$ cat src/rtl/chunked_add_sequencer.sv
// Multi-cycle wide adder: one CHUNK-bit ripple-carry adder reused over NCHUNK passes, LSB chunk first.
// Optional feature macro ADD_SUB_EN adds a `sub` input for two's-complement subtraction.

module n_bit_rca #(
    parameter int N = 4
) (
    input  logic [N-1:0] a,
    input  logic [N-1:0] b,
    input  logic         c_in,
    output logic [N-1:0] s,
    output logic         c_out_final
);
    logic [N:0] carry;

    assign carry[0] = c_in;

    for (genvar i = 0; i < N; i++) begin : g_fa
        assign s[i]       = a[i] ^ b[i] ^ carry[i];
        assign carry[i+1] = (a[i] & b[i]) | (carry[i] & (a[i] ^ b[i]));
    end

    assign c_out_final = carry[N];
endmodule

// state | meaning
// IDLE  | waiting for start; sum/c_out hold the last result
// RUN   | feeding one chunk per WAIT_CYC clocks through the shared adder
// DONE  | one-cycle done pulse, then back to IDLE
module chunked_add_sequencer #(
    parameter int CHUNK    = 4,
    parameter int NCHUNK   = 4,
    parameter int WAIT_CYC = 2
) (
    input  logic                       clk,
    input  logic                       rst,
    input  logic                       start,
    input  logic [CHUNK*NCHUNK-1:0]    a,
    input  logic [CHUNK*NCHUNK-1:0]    b,
    input  logic                       c_in,
`ifdef ADD_SUB_EN
    input  logic                       sub,
`endif
    output logic                       busy,
    output logic                       done,
    output logic [CHUNK*NCHUNK-1:0]    sum,
    output logic                       c_out
);
    localparam int TOTAL = CHUNK * NCHUNK;
    localparam int IDX_W = (NCHUNK > 1) ? $clog2(NCHUNK) : 1;
    localparam int CNT_W = (WAIT_CYC > 1) ? $clog2(WAIT_CYC) : 1;
    localparam logic [IDX_W-1:0] IDX_LAST = IDX_W'(NCHUNK - 1);
    localparam logic [CNT_W-1:0] CNT_LAST = CNT_W'(WAIT_CYC - 1);

    typedef enum logic [1:0] {
        IDLE = 2'd0,
        RUN  = 2'd1,
        DONE = 2'd2
    } state_t;

    state_t             state_q, state_d;
    logic [TOTAL-1:0]   a_q, a_d;
    logic [TOTAL-1:0]   b_q, b_d;
    logic               cy_q, cy_d;
    logic [IDX_W-1:0]   idx_q, idx_d;
    logic [CNT_W-1:0]   cnt_q, cnt_d;
    logic [TOTAL-1:0]   sum_q, sum_d;
    logic               c_out_q, c_out_d;

    logic [TOTAL-1:0]   b_eff;
    logic               cy_eff;
    logic [31:0]        chunk_base;
    logic [CHUNK-1:0]   rca_a;
    logic [CHUNK-1:0]   rca_b;
    logic [CHUNK-1:0]   rca_s;
    logic               rca_co;

`ifdef ADD_SUB_EN
    // Subtraction as a + ~b + 1; the incoming carry is replaced, not added.
    assign b_eff  = sub ? ~b : b;
    assign cy_eff = sub ? 1'b1 : c_in;
`else
    assign b_eff  = b;
    assign cy_eff = c_in;
`endif

    assign chunk_base = 32'(idx_q) * 32'(CHUNK);
    assign rca_a      = a_q[chunk_base +: CHUNK];
    assign rca_b      = b_q[chunk_base +: CHUNK];

    n_bit_rca #(
        .N (CHUNK)
    ) u_rca (
        .a           (rca_a),
        .b           (rca_b),
        .c_in        (cy_q),
        .s           (rca_s),
        .c_out_final (rca_co)
    );

    always_ff @(posedge clk) begin
        if (rst) begin
            state_q <= IDLE;
            a_q     <= '0;
            b_q     <= '0;
            cy_q    <= 1'b0;
            idx_q   <= '0;
            cnt_q   <= '0;
            sum_q   <= '0;
            c_out_q <= 1'b0;
        end else begin
            state_q <= state_d;
            a_q     <= a_d;
            b_q     <= b_d;
            cy_q    <= cy_d;
            idx_q   <= idx_d;
            cnt_q   <= cnt_d;
            sum_q   <= sum_d;
            c_out_q <= c_out_d;
        end
    end

    always_comb begin
        state_d = state_q;
        a_d     = a_q;
        b_d     = b_q;
        cy_d    = cy_q;
        idx_d   = idx_q;
        cnt_d   = cnt_q;
        sum_d   = sum_q;
        c_out_d = c_out_q;

        case (state_q)
            IDLE: begin
                if (start) begin
                    a_d     = a;
                    b_d     = b_eff;
                    cy_d    = cy_eff;
                    idx_d   = '0;
                    cnt_d   = '0;
                    sum_d   = '0;
                    c_out_d = 1'b0;
                    state_d = RUN;
                end
            end
            RUN: begin
                // The chunk is held for WAIT_CYC clocks so the ripple settles before capture.
                if (cnt_q == CNT_LAST) begin
                    sum_d[chunk_base +: CHUNK] = rca_s;
                    cy_d  = rca_co;
                    cnt_d = '0;
                    if (idx_q == IDX_LAST) begin
                        c_out_d = rca_co;
                        state_d = DONE;
                    end else begin
                        idx_d = idx_q + 1'b1;
                    end
                end else begin
                    cnt_d = cnt_q + 1'b1;
                end
            end
            DONE: begin
                state_d = IDLE;
            end
            default: begin
                state_d = IDLE;
            end
        endcase
    end

    assign busy  = (state_q != IDLE);
    assign done  = (state_q == DONE);
    assign sum   = sum_q;
    assign c_out = c_out_q;
endmodule

$ cat config.mk
export PLATFORM = sky130hd
export DESIGN_NAME = chunked_add_sequencer
export DESIGN_NICKNAME = d
export VERILOG_FILES = /design/src/rtl/chunked_add_sequencer.sv
export SDC_FILE = /design/constraint.sdc
export NUM_CORES = 1
export LEC_CHECK = 0
export CORE_ASPECT_RATIO = 1.2
export CORE_MARGIN = 2
export CORE_UTILIZATION = 51
export DETAILED_ROUTE_END_ITERATION = 8
export GPL_ROUTABILITY_DRIVEN = 0
export PLACE_DENSITY = 0.79
export SYNTH_ARGS = -nofsm -noshare
export SYNTH_HDL_FRONTEND = slang
export SYNTH_SLANG_ARGS = --single-unit
export TNS_END_PERCENT = 20
$ cat constraint.sdc
create_clock -name clk -period 3.8 [get_ports clk]
set_input_delay 0.57 -clock clk [delete_from_list [all_inputs] [get_ports clk]]
set_output_delay 0.57 -clock clk [all_outputs]
set_load 0.02 [all_outputs]
After elaboration in Yosys (flattened, before gate mapping). Cells that the tools add are included.

Register bits: 55. Input bits: 36. Output and inout port bits: 19. Word-level logic and storage cells: 72.

Add/subtract/negate cells: 3. Equality and inequality tests: 7. Shift-type cells: 4. Multiplexer cells: 21. Bitwise gates (word level): 20. Reductions and logical operators: 9.

Operators with widths (count): negation 4 -> 34 bit (1); variable shift 4 x 34 -> 16 bit (first input constant) (1); indexed part select 4 x 34 -> 16 bit (1); two-way mux 16 bit (2); one-hot mux 16 bit (2 select lines) (1); indexed part select 16 x 5 -> 4 bit (2); bitwise mux 16 bit (1); two-way mux 2 bit (6); bitwise AND 1 bit (8); != test 2 bit (second input constant) (4); one-hot mux 2 bit (2 select lines) (2); AND reduction 4 bit (2); bitwise XOR 1 bit (8); two-way mux 1 bit (6); one-hot mux 1 bit (2 select lines) (3); AND reduction 3 bit (2); equality test 2 bit (second input constant) (2); bitwise OR 1 bit (4); AND reduction 2 bit (2); nonzero test 2 bit (2); adder 2 x 1 -> 2 bit (second input constant) (1); equality test 2 x 1 -> 1 bit (second input constant) (1); logical NOT 2 bit (1); adder 1 bit (second input constant) (1).

Longest topological paths before layout. Gate-level depths: netlist of the first run.

Depth in word-level cells: 13. Gate-level depth with buffers: 14. Depth with buffers taken out: 12.

By module. A second synthesis of the first run with hierarchy kept.

Cell total of the unflattened synthesis: 292. Area total of the unflattened synthesis: 2717.6 um^2.

Modules (own cells, without submodules): chunked_add_sequencer (times used 1, cells an instance 278, area an instance 2600.0 um^2, sequential area each 1101.1 um^2); n_bit_rca (times used 1, cells an instance 14, area an instance 117.6 um^2, sequential area each 0.0 um^2).

Worst setup path before layout of the first run. No wires, ideal clock.

Kind: register to register. Start: register idx_q[0]. End: register sum_q[7], in the netlist sum[7]. Setup time: 72 ps. Arrival time: 2785 ps. Data required time: 3728 ps. Setup slack: 943 ps. Cell stages (with the launch flop): 14. Buffers on the path: 1. Clock period less this slack: 2857 ps. Cell sequence: dfxtp_1 -> buf_2 -> mux4_2 -> inv_1 -> fa_1 -> inv_1 -> fa_1 -> inv_1 -> fa_1 -> inv_1 -> fa_1 -> nor2b_1 -> nand4_1 -> mux2i_1.

Word-level cells in the longest chain between the ends: 13. Elaborated cells between the ends (all ways): 25. Classes of those cells: add/sub (1); shift (4); mux (3); bitwise (17).

RTL lines: from (decl) (line 64) `logic [IDX_W-1:0] idx_q, idx_d;`; from (signal assigned) (line 115) `idx_q <= idx_d;`; indexed part select 16 x 5 -> 4 bit (on tied branches) (line 87, 88); bitwise XOR 1 bit (line 18, 19); bitwise AND 1 bit (line 19) `assign carry[i+1] = (a[i] & b[i]) | (carry[i] & (a[i] ^ b[i]));`; bitwise OR 1 bit (line 19); bitwise AND 1 bit (line 19); bitwise OR 1 bit (line 19); bitwise AND 1 bit (line 19); bitwise OR 1 bit (line 19); bitwise XOR 1 bit (line 18) `assign s[i] = a[i] ^ b[i] ^ carry[i];`; indexed part select 4 x 34 -> 16 bit (line 148) `sum_d[chunk_base +: CHUNK] = rca_s;`; bitwise mux 16 bit * (line 148); two-way mux 16 bit * (line 147) `if (cnt_q == CNT_LAST) begin`; one-hot mux 16 bit (2 select lines) * (line 132) `case (state_q)`; to (signal assigned) (line 117) `sum_q <= sum_d;`; to (decl) (line 66) `logic [TOTAL-1:0] sum_q, sum_d;`.

Every way passes the cells marked *; elsewhere a longest branch is shown, timed or not. The select of a mux whose other input is x is not followed. A chain may end at the register's enable or synchronous reset.

Worst setup path after layout of the first run.
Start: register idx_q[0]. End: register sum_q[3], in the netlist sum[3].

The elaborated chain is that of the path after synthesis.

==> impl_metrics.ini, run 1 <==
[outcome]
status = completed

[grt]
grt_antenna_before_repair = 0
first_global_vias = 2108
grt-ovfl-total = 0
grt_max_degree = 62
track_usage_pct = 19.6
grt_pass1_wl_mm = 9.46

[clocking]
cts_hold_buffers = 0
ctsResizeCount = 0
post_cts_buffers = 0
clk_path_buf_depth = 2
cts_tree = built
clock_latency_ps = 310
cts-buffers-inserted = 5
clkTransAtPathRegs_ps = 100
cts-root-buf = clkbuf_8
cts.sinks = 55
cts.htree.levels = 2

[synth]
ys.flop_type = dfxtp_1
synth_cell_types = 36
synth_fp_nets = 339
synth_largest_area_cell = dfxtp_1
synth-seq-area-share_pct = 40.0
synth_edf_count = 0
synth_top_area_share_pct = 40.0
synth_most_common_cell = nand2_1
ys_seq_elements = 55
synth_area_per_cell_um2 = 9.33
synth_area_leaders = dfxtp_1, nand2_1, a21oi_1
synthesis.area_um2 = 2750
yosysWarnings = 0
ys_async_sr_fraction_pct = 0
synth_cells = 295
synth_common_cells = nand2_1, dfxtp_1, a21oi_1

[worst_setup_path]
critical_path_required_ps = 4050
crit_arrival_ps = 3420
r2r_cells = 10
path_class = flop to flop
endpoint = sum[3]
start_kind = flop
rrSetupSlack_ps = 620
worstPathMaxFanout = 11
crit_start = idx_q[0]
setup.worst_path.end_class = flop
r2r_end = sum[3]
worstReg2RegStart = idx_q[0]

[layout]
finalInstanceArea_um2 = 3370
multi_input_area_um2 = 1450
seq_area_um2 = 1100
antennaDiodeCount = 0
layout-drive-gt1-share_pct = 9.44
nets = 382
area.growth.synth_to_final_pct = 22.4
nFillCells = 444

[route]
detail_route.wl_per_cell_um = 13.7
route.detailed.drc = 0
drt-total-wl_mm = 5.49
ant_nets = 0
vias = 2130
drtPass1Iterations = 4
drtIter0Drc = 94
viasPerCell = 5.31

[sta]
finalCritPeriodShare_pct = 83.6
max_freq_mhz = 315
fin_skew_ps = 8.34
tightestPinTransition_ps = 1140
holdWs_ps = 463
setup_violations = 0
relSlewSlack_pct = 24.0
slew_viol_final = 0
period_needed_ps = 3180
finalSetupTns_ps = 0
final_hold_viol_count = 0
rsz0062_at_grt = false

[floorplan]
num_rows = 29
die_y_um = 84.5
die_w_um = 71.1
ioPinCount = 55
start_util_pct = 52.3
fp.coreArea_um2 = 5260
die_area_um2 = 6000

[placement]
postPlaceCellArea_um2 = 3230
portBuffers = 54
dp_hpwl_mm = 3.95

[power]
leakagePower_nw = 1.20
total_power_mw = 1.26
ir_drop_mv = 0.254
power_density_nw_per_um2 = 373

[worst_hold_path]
hold_path.class = flop to flop

[flow_run]
cap_violations = 0
worst max-delay path, stage by stage (launching register included):
cell     delay [ps]
dfxtp_1         600
buf_4           270
mux4_2          530
fa_1            450
inv_1            80
fa_1            160
inv_1            50
fa_1            480
nor2b_1         220
nand3_1         120
mux2i_1         150
report_power, final:
group	switching [mW]	total [mW]	internal, mW
Combinational	0.0869	0.178	0.0915
Sequential	0.0218	0.623	0.601
Clock	0.192	0.455	0.263
Total	0.301	1.26	0.956
registers in the layout, indices dropped and copies added (netlist names):
signal,flops
state_q,2
c_out,1
sum,16
idx_q,2
cy_q,1
a_q,16
b_q,16
cnt_q,1
routing by layer:
layer | share of wire (%) | vias up | track usage (%)
li1 | - | 1092 | -
met1 | 43 | 986 | 23.4
met2 | 53 | 46 | 35.4
met3 | 3.2 | 6 | 3.84
met4 | 1.1 | 0 | 5.49
met5 | 0 | - | 0
worst min-delay path by stage:
| stage | endpoint | cells past startpoint | slack (ps) | from |
|---|---|---|---|---|
| final | b_q[2] | 2 | 460 | b_q[2] |
| after global routing | a_q[7] | 2 | 480 | a_q[7] |
| after CTS | b_q[2] | 2 | 460 | b_q[2] |
| after detailed placement | b_q[2] | 2 | 450 | b_q[2] |
| after global placement | b_q[14] | 2 | 440 | b_q[14] |
| after floorplan | a_q[10] | 2 | 430 | a_q[10] |
cell usage in the layout, fill, tap and decap left out, drive strengths merged, types with 4 or more instances in the layout:
cell / count
ha: 4
nand3: 16
o211ai: 4
clkbuf: 5
nand4: 4
fa: 4
nand2b: 17
inv: 11
mux4: 8
nor2: 4
buf: 4
mux2i: 15
a21oi: 43
dfxtp: 55
nand2: 65
clkdlybuf4s50: 53
nor2b: 4
cell families after synthesis:
logic type	synth area share, %
AOI/OAI and AO/OA	11.1
adders and majority gates	4.73
buffers and inverters	7.19
DFF	40.0
muxes	12.6
and+or+nand+nor	24.4
per-stage QoR:
stage	setup slack (ps)	utilization [%]	std cells
after CTS	621	64.0	401
after detailed placement	640	61.4	393
after floorplan	943	-	295
after global placement	756	61.4	393
after global routing	362	64.0	401
final	625	64.0	401
area by class of cell:
class	count	area share, %
clock buffers	5	2.04
clock inverters	3	2.01
inverters	11	1.23
multi-input cells	208	43.1
flip-flops and latches	55	32.7
well taps	62	2.30
repair buffers	57	16.6
Note: power is estimated with default switching activity, not from simulation.
==> inputs of run 2 (changes only) <==
==> constraint.sdc (replaced) <==
create_clock -name clk -period 3 [get_ports clk]
set_input_delay 0.45 -clock clk [delete_from_list [all_inputs] [get_ports clk]]
set_output_delay 0.45 -clock clk [all_outputs]
set_load 0.02 [all_outputs]
==> run 2 against run 1 <==
  * Cell count is 0.75% higher
  * Register-to-register slack worse by 450 ps
  * Clock power is 9.5% lower
  * Maximum frequency is 13% higher
  * Flip-flop and latch count stayed put
  * Global-route usage hardly changed
  * Critical endpoint is now sum[11]
  * Count of clock-buffer cells in the layout stayed put
  * Power is 14% higher
  * Non-clock buffer count is 3 higher
==> impl_metrics.ini, run 2 (synthesis gave the netlist of run 1 again) <==
[worst_setup_path]
worst-path-buf-inv = 4
worstPathMaxFanout = 2
slowest_stage = mux4_2
setup.worst_path.end_class = flop
worstReg2RegStart = idx_q[0]
r2r_cells = 12
crit_arrival_ps = 3060
critical_path_required_ps = 3240
cp_top_family = adder cells
rrSetupSlack_ps = 180
r2r_end = sum[11]
start_kind = flop
path_cells = mux4_2, inv_1, fa_1, inv_1, fa_1, inv_1, fa_1, inv_1, fa_1, and4b_1, o211ai_1, a21oi_1
path_class = flop to flop
max_stage_delay_ps = 500

[layout]
area.growth.synth_to_final_pct = 21.7
antennaDiodeCount = 0
multi_input_area_um2 = 1460
layout-drive-gt1-share_pct = 10.8
seq_area_um2 = 1100
nets = 385
nFillCells = 452
fin_cells = 404
final_cell_mix = nand2_1, dfxtp_1, clkdlybuf4s50_1
layout_commonest_cell = nand2_1

[sta]
finalCritPeriodShare_pct = 94.1
final_hold_viol_count = 0
finalSetupTns_ps = 0
period_needed_ps = 2820
setup_violations = 0
relSlewSlack_pct = 32.2
tightestPinTransition_ps = 1020
slew_viol_final = 0
fin_skew_ps = 6.20
max_freq_mhz = 354

[power]
clock_power_share_pct = 28.8
p_int_mw = 1.05
p_sw_mw = 0.386
power_density_nw_per_um2 = 428
ir_drop_mv = 0.294
pwr-share-seq_pct = 54.9
leakagePower_nw = 1.20
p_comb_share_pct = 16.3
sw_frac_of_total_pct = 27.0

[route]
ant_nets = 0
vias = 2178
drtPass1Iterations = 4
drtIter0Drc = 118
viasPerCell = 5.39
drt-total-wl_mm = 5.62
route.detailed.drc = 0
detail_route.wl_per_cell_um = 13.9

[clocking]
clock_latency_ps = 310
cts-root-buf = clkbuf_8
cts_hold_buffers = 0
cts-buffers-inserted = 5
clkTransAtPathRegs_ps = 100
cts_tree = built
cts.htree.levels = 2
clk_path_buf_depth = 2
cts.sinks = 55

[grt]
grt-ovfl-total = 0
track_usage_pct = 19.5
grt_pass1_wl_mm = 9.47
first_global_vias = 2100
grt_antenna_before_repair = 0
grt_max_degree = 62

[floorplan]
die_y_um = 84.5
fp.coreArea_um2 = 5260
num_rows = 29
ioPinCount = 55
die_area_um2 = 6000
die_w_um = 71.1
start_util_pct = 52.3

[placement]
dp_cells = 396
dp_hpwl_mm = 4.14
portBuffers = 54

[outcome]
status = completed

[flow_run]
cap_violations = 0

[worst_hold_path]
holdPathEnd = b_q[15]
hold_depth = 2
hp-start = b_q[15]
hold_path.class = flop to flop
run 2: per-stage QoR:
stage                     util (%)  cell area, µm²  total power, mW  setup WS [ps]  hold WS, ps
after floorplan                  -            2750            0.963            143          433
final                         63.6            3350             1.43            178          458
after detailed placement      61.8            3250             1.04            125          444
after global routing          63.6            3350             1.50         -0.543          472
after global placement        61.8            3250             1.03            227          443
after CTS                     63.5            3340             1.44            109          459
run 2: cell type report:
| class | count | share of cell area [%] |
|---|---|---|
| flip-flops and latches | 55 | 32.9 |
| clock inverters | 3 | 0.561 |
| clock buffers | 5 | 2.06 |
| repair buffers | 60 | 17.5 |
| inverters | 11 | 1.23 |
| well taps | 62 | 2.32 |
| multi-input cells | 208 | 43.5 |
run 2: routing by layer:
| layer | up-vias | wire length, µm | share of wire, % | track usage [%] |
|---|---|---|---|---|
| li1 | 1097 | - | - | - |
| met1 | 1019 | 2330 | 41 | 23.7 |
| met2 | 56 | 3000 | 53 | 35.2 |
| met3 | 6 | 223 | 4.0 | 3.72 |
| met4 | 0 | 64 | 1.1 | 5.15 |
| met5 | - | 0 | 0 | 0 |
run 2: worst max path at each step:
| stage | slack, ps | to | startpoint | cells after the start |
|---|---|---|---|---|
| global placement | 230 | sum[7] | idx_q[0] | 10 |
| floorplan | 140 | sum[7] | idx_q[0] | 13 |
| detailed placement | 120 | sum[3] | idx_q[1] | 12 |
| finish | 180 | sum[11] | idx_q[0] | 12 |
| global route | -0.5 | sum[3] | idx_q[0] | 12 |
| CTS | 110 | sum[3] | idx_q[1] | 12 |
run 2: worst min-delay path: stages, from the launching register on:
cell	delay (ps)
dfxtp_1	320
nand2_1	50
a21oi_1	50
run 2: power by group through the flow:
stage                     combinational [mW]  sequential [mW]  clock (mW)
after floorplan                        0.170            0.793           0
after global routing                   0.260            0.792       0.448
after global placement                 0.229            0.803           0
after CTS                              0.233            0.787       0.417
after detailed placement               0.233            0.804           0
final                                  0.234            0.787       0.412
run 2: timing repair:
item                                    4_1_cts  5_1_grt
buffers inserted                              0        0
resized for setup                             0        3
endpoints found under the setup margin        0        3
